## src/rtl/div_pkg.sv

```systemverilog
// div_pkg: shared constants for the divider (flag bit positions, iteration count, counter width)
package div_pkg;
    localparam int OVERFLOW  = 3;
    localparam int ZERO      = 2;
    localparam int SIGN      = 1;
    localparam int CARRY     = 0;
    localparam int DIV_CYCLE = 32;
    localparam int CNT_W     = $clog2(DIV_CYCLE + 2);
    typedef logic [CNT_W-1:0] cnt_t;
endpackage

```

## src/rtl/div_step.sv

```systemverilog
// div_step: one radix-2 restoring iteration (shift in a dividend bit, subtract divisor if it fits)
module div_step (
    input  logic [32:0] rem_i,
    input  logic        bit_i,
    input  logic [31:0] d_i,
    output logic [32:0] rem_o,
    output logic        q_o
);
    logic [32:0] sh, diff;
    logic        unused_msb;
    assign unused_msb = rem_i[32];
    assign sh    = {rem_i[31:0], bit_i};
    assign diff  = sh - {1'b0, d_i};
    assign q_o   = sh >= {1'b0, d_i};
    assign rem_o = q_o ? diff : sh;
endmodule

```

## src/rtl/div.sv

```systemverilog
// div: 32-bit restoring divider, 34-edge latency, {O,Z,S,C} flags; signed mode built only with DIV_SIGNED_EN
module div
    import div_pkg::*;
(
    input  logic        clk,
    input  logic        reset,
    input  logic        en,
    input  logic        signed_op,
    input  logic [31:0] N_in,
    input  logic [31:0] D_in,
    output logic        done,
    output logic [31:0] Q_out,
    output logic [31:0] R_out,
    output logic [3:0]  flag
);
    cnt_t        count_q, count_d;
    logic [31:0] n_q, n_d, d_q, d_d, q_q, q_d, rout_q, rout_d;
    logic [32:0] r_q, r_d, step_r;
    logic        step_q, done_q, done_d, ov_q, ov_d, cy_q, cy_d, dz_q, dz_d;
    logic [31:0] n_mag, d_mag, q_fin, r_fin;
    logic        ov_fin;

    div_step u_step (
        .rem_i(r_q),
        .bit_i(n_q[31]),
        .d_i  (d_q),
        .rem_o(step_r),
        .q_o  (step_q)
    );

`ifdef DIV_SIGNED_EN
    logic [32:0] n_ext, d_ext, n_neg, d_neg;
    logic        negq_q, negr_q, ovp_q;
    assign n_ext  = {signed_op & N_in[31], N_in};
    assign d_ext  = {signed_op & D_in[31], D_in};
    assign n_neg  = -n_ext;
    assign d_neg  = -d_ext;
    assign n_mag  = n_ext[32] ? n_neg[31:0] : N_in;
    assign d_mag  = d_ext[32] ? d_neg[31:0] : D_in;
    // capture result signs and the -2^31/-1 overflow case at load
    always_ff @(posedge clk) begin
        if (reset) begin
            negq_q <= 1'b0;
            negr_q <= 1'b0;
            ovp_q  <= 1'b0;
        end else if (en && count_q == '0) begin
            negq_q <= n_ext[32] ^ d_ext[32];
            negr_q <= n_ext[32];
            ovp_q  <= signed_op && N_in == 32'h8000_0000 && D_in == 32'hFFFF_FFFF;
        end
    end
    assign q_fin  = negq_q ? -n_q : n_q;
    assign r_fin  = negr_q ? -r_q[31:0] : r_q[31:0];
    assign ov_fin = ovp_q;
`else
    logic unused_signed;
    assign unused_signed = signed_op;
    assign n_mag  = N_in;
    assign d_mag  = D_in;
    assign q_fin  = n_q;
    assign r_fin  = r_q[31:0];
    assign ov_fin = 1'b0;
`endif

    // counter sequencing: load at 0, iterate 1..32, publish result at 33; en low aborts
    always_comb begin
        count_d = count_q;
        n_d     = n_q;
        d_d     = d_q;
        r_d     = r_q;
        dz_d    = dz_q;
        q_d     = q_q;
        rout_d  = rout_q;
        ov_d    = ov_q;
        cy_d    = cy_q;
        done_d  = 1'b0;
        if (!en) begin
            count_d = '0;
        end else if (count_q == '0) begin
            count_d = cnt_t'(1);
            n_d     = n_mag;
            d_d     = d_mag;
            r_d     = '0;
            dz_d    = D_in == '0;
        end else if (count_q <= cnt_t'(DIV_CYCLE)) begin
            count_d = count_q + cnt_t'(1);
            n_d     = {n_q[30:0], step_q};
            r_d     = step_r;
        end else begin
            count_d = '0;
            done_d  = 1'b1;
            q_d     = dz_q ? '1 : q_fin;
            rout_d  = r_fin;
            ov_d    = ov_fin;
            cy_d    = dz_q;
        end
    end

    // state registers with synchronous reset
    always_ff @(posedge clk) begin
        if (reset) begin
            count_q <= '0;
            n_q     <= '0;
            d_q     <= '0;
            r_q     <= '0;
            dz_q    <= 1'b0;
            q_q     <= '0;
            rout_q  <= '0;
            ov_q    <= 1'b0;
            cy_q    <= 1'b0;
            done_q  <= 1'b0;
        end else begin
            count_q <= count_d;
            n_q     <= n_d;
            d_q     <= d_d;
            r_q     <= r_d;
            dz_q    <= dz_d;
            q_q     <= q_d;
            rout_q  <= rout_d;
            ov_q    <= ov_d;
            cy_q    <= cy_d;
            done_q  <= done_d;
        end
    end

    assign done           = done_q;
    assign Q_out          = q_q;
    assign R_out          = rout_q;
    assign flag[OVERFLOW] = ov_q;
    assign flag[ZERO]     = q_q == '0;
    assign flag[SIGN]     = q_q[31];
    assign flag[CARRY]    = cy_q;
endmodule

```

## config.mk

```make
export PLATFORM = sky130hd
export DESIGN_NAME = div
export DESIGN_NICKNAME = d
export VERILOG_FILES = /design/src/rtl/div_pkg.sv /design/src/rtl/div_step.sv /design/src/rtl/div.sv
export SDC_FILE = /design/constraint.sdc
export NUM_CORES = 1
export LEC_CHECK = 0
export CELL_PAD_IN_SITES_DETAIL_PLACEMENT = 0
export CELL_PAD_IN_SITES_GLOBAL_PLACEMENT = 1
export CORE_MARGIN = 2
export CORE_UTILIZATION = 28
export CTS_CLUSTER_DIAMETER = 40
export DETAILED_ROUTE_END_ITERATION = 10
export PLACE_DENSITY_LB_ADDON = 0.12
export SYNTH_ARGS = -nofsm -noshare
export SYNTH_HDL_FRONTEND = slang
export SYNTH_SLANG_ARGS = --single-unit
```

## constraint.sdc

```tcl
create_clock -name clk -period 6.7 [get_ports clk]
set_input_delay 1.005 -clock clk [delete_from_list [all_inputs] [get_ports clk]]
set_output_delay 1.005 -clock clk [all_outputs]
set_load 0.1 [all_outputs]
```

==> results.sh <==
export IMPL_dp_cells=1525
export IMPL_cp_num_buf_inv=1
export IMPL_relSlewSlack=0.3074
export IMPL_hold_path_depth=2
export IMPL_syn_inst=1070
export IMPL_rows=63
export IMPL_postRouteAntennaNets=0
export IMPL_total_power_mw=2.466
export IMPL_cap_violations=0
export IMPL_io_buffer_count=134
export IMPL_grt_ovfl_total=0
export IMPL_synthArstFlopShare=0
export IMPL_antenna_found_initial=1
export IMPL_initial_utilization=0.2852
export IMPL_syn_avg_cell_area_um2=7.921
export IMPL_path_clk_slew_ps=80
export IMPL_multi_input_area_um2=4608
export IMPL_worstHoldStart="R_out[20]"
export IMPL_drc=0
export IMPL_reg2reg_to="r_q[26]"
export IMPL_p_leak_nw=4.093
export IMPL_wl_per_cell_um=16.46
export IMPL_vias_per_cell=4.880
export IMPL_period_share=0.5589
export IMPL_numCtsBuffers=17
export IMPL_ys_types=65
export IMPL_cts_tree="yes"
export IMPL_synth_ff_type="dfxtp_1"
export IMPL_period_minus_slack_ps=3745
export IMPL_routed_wl_um=25650
export IMPL_placed_area_um2=10040
export IMPL_die_height_um=178.0
export IMPL_core_area_um2=29720
export IMPL_hpwl_um=17310
export IMPL_syn_nets=1173
export IMPL_drive_gt1_frac=0.05398
export IMPL_worstPathMaxFanout=3
export IMPL_num_io_pins=137
export IMPL_grt_pass1_wl_um=41460
export IMPL_htree_levels=4
export IMPL_layout_common_cells="nand2_1, dfxtp_1, clkdlybuf4s50_1"
export IMPL_cts_sinks=169
export IMPL_setup_viol=0
export IMPL_layout_commonest_cell="nand2_1"
export IMPL_clk_path_buf_depth=2
export IMPL_start_kind="register"
export IMPL_final_nets=1257
export IMPL_dieArea_um2=31680
export IMPL_stdcell_count=1558
export IMPL_drtPass1Iterations=4
export IMPL_setup_tns_final_ps=0
export IMPL_cts_setup_buffers=0
export IMPL_max_vdd_ir_drop_mv=0.1266
export IMPL_synth_edf_count=0
export IMPL_grt_max_degree=80
export IMPL_track_usage=0.1669
export IMPL_n_fill_cell=3179
export IMPL_regArea_um2=3383
export IMPL_r2r_slack_ps=3500
export IMPL_drt_iter0_drc=400
export IMPL_vias=7603
export IMPL_cts_root_buf="clkbuf_16"
export IMPL_hold_violations=0
export IMPL_worstPathArrival_ps=2740
export IMPL_postCtsHoldBufs=0
export IMPL_min_to="R_out[20]"
export IMPL_reg2reg_depth=11
export IMPL_synth_seq_cells=169
export IMPL_ys_seq_area_frac=0.3992
export IMPL_hp_class="register to register"
export IMPL_cts_resized=0
export IMPL_syn_area_um2=8476
export IMPL_rsz0062_at_grt="false"
export IMPL_crit_family="buffers and inverters"
export IMPL_die_w_um=178.0
export IMPL_tightestPinTransition_ps=1036
export IMPL_clock_skew_ps=13.92
export IMPL_routabilityCongestion=0.7769
export IMPL_area_growth_pct=25.50
export IMPL_slowest_delay_ps=1140
export IMPL_worstPathCellList="nor4_1 > nand4_1 > nor2_1 > clkdlybuf4s50_1"
export IMPL_crit_type="register to primary output"
export IMPL_p_per_area_nw_per_um2=231.8
export IMPL_final_area_um2=10640
export IMPL_fmax_mhz=267.0
export IMPL_status="finished, final reports clean"
export IMPL_r2r_start="d_q[10]"
export IMPL_crit_path_end_kind="primary output"
export IMPL_clk_latency_ps=440
export IMPL_cp_data_required_time_ps=5690
export IMPL_slew_violations=0
export IMPL_first_global_vias=7387
export IMPL_slowest_stage="clkdlybuf4s50_1"
export IMPL_ys_warn_count=0
==> Yosys cell counts, types with 4 or more instances <==
cell | number | area [um2]
nand4_1 | 12 | 75.07
o21ai_1 | 22 | 110.1
nor4_1 | 21 | 131.4
xor2_1 | 16 | 140.1
a211oi_1 | 33 | 247.7
mux2i_1 | 42 | 420.4
nor3_1 | 76 | 380.4
nand3_1 | 10 | 50.05
a21oi_1 | 102 | 510.5
a31oi_1 | 4 | 25.02
o21ai_0 | 24 | 120.1
nor2_1 | 103 | 386.6
a32oi_1 | 11 | 96.34
inv_1 | 40 | 150.1
clkbuf_1 | 54 | 202.7
nand2b_1 | 6 | 37.54
ha_1 | 34 | 425.4
nand2_1 | 181 | 679.4
nor2b_1 | 4 | 25.02
xnor2_1 | 13 | 113.9
buf_6 | 5 | 56.30
a21o_1 | 13 | 97.59
dfxtp_1 | 169 | 3383
and2_1 | 4 | 25.02
buf_4 | 4 | 30.03
buf_2 | 11 | 55.05
==> through the flow <==
stage | hold WS (ps) | setup WS (ps) | utilization
2_1_floorplan | 436.3 | 3276 | -
3_3_place_gp | 443.9 | 3334 | 0.3377
3_5_place_dp | 447.2 | 3357 | 0.3377
4_1_cts | 457.2 | 2925 | 0.3578
5_1_grt | 473.3 | 2875 | 0.3578
6_report | 452.8 | 2955 | 0.3579
==> kinds of logic after synthesis <==
kind of cell / count (synthesis) / synth area share
AO/OA/AOI/OAI: 241 / 0.1782
XOR/XNOR: 29 / 0.02997
adder cells (fa/ha/maj): 35 / 0.05255
buffers and inverters: 118 / 0.06023
flip-flops: 169 / 0.3992
multiplexers: 43 / 0.05093
other: 1 / 0.0004424
AND/OR/NAND/NOR: 434 / 0.2285
==> metal layers <==
| metal | track usage | vias to the layer above | wire length (um) |
|---|---|---|---|
| li1 | - | 3909 | - |
| met1 | 0.2295 | 3533 | 12570 |
| met2 | 0.2652 | 143 | 11610 |
| met3 | 0.03772 | 18 | 1236 |
| met4 | 0.03893 | 0 | 233 |
| met5 | 0 | - | 0 |
==> worst reg2reg max path, stage by stage, from the launching register on <==
cell	delay, ps
dfxtp_1	330
inv_1	50
ha_1	390
a21oi_1	210
o22ai_1	130
a211oi_2	310
a21oi_2	160
o211ai_2	220
nand3_2	570
nor2_1	520
a22oi_1	130
o21ai_1	110
==> state kept, by name, indices dropped and copies added, names as in the netlist <==
name     cells
n_q         32
count_q      6
r_q         32
cy_q         1
done         1
dz_q         1
Q_out       32
d_q         32
R_out       32
==> power breakdown <==
part	internal (mW)	switching [mW]	total [mW]
clock network	0.553	0.487	1.04
registers	1.03	0.0213	1.05
logic	0.158	0.214	0.372
total	1.74	0.722	2.47
==> worst max-delay path by stage <==
stage	to	start	slack (ps)	cells after the start
2_1_floorplan	flag[2]	Q_out[31]	3280	3
3_3_place_gp	dz_q	D_in[16]	3330	6
3_5_place_dp	dz_q	D_in[16]	3360	6
4_1_cts	flag[2]	Q_out[23]	2920	4
5_1_grt	flag[2]	Q_out[23]	2870	4
6_report	flag[2]	Q_out[23]	2960	4
==> final cells by class <==
cell class,count,share of cell area
clock inverter,13,0.01365
tap,390,0.04588
clock buffer,19,0.04258
sequential,169,0.3181
inverter,40,0.01412
timing repair buffer,143,0.1322
multi-input combinational,783,0.4332
antenna,1,0.0002353
Note: power is estimated with default switching activity, not from simulation.
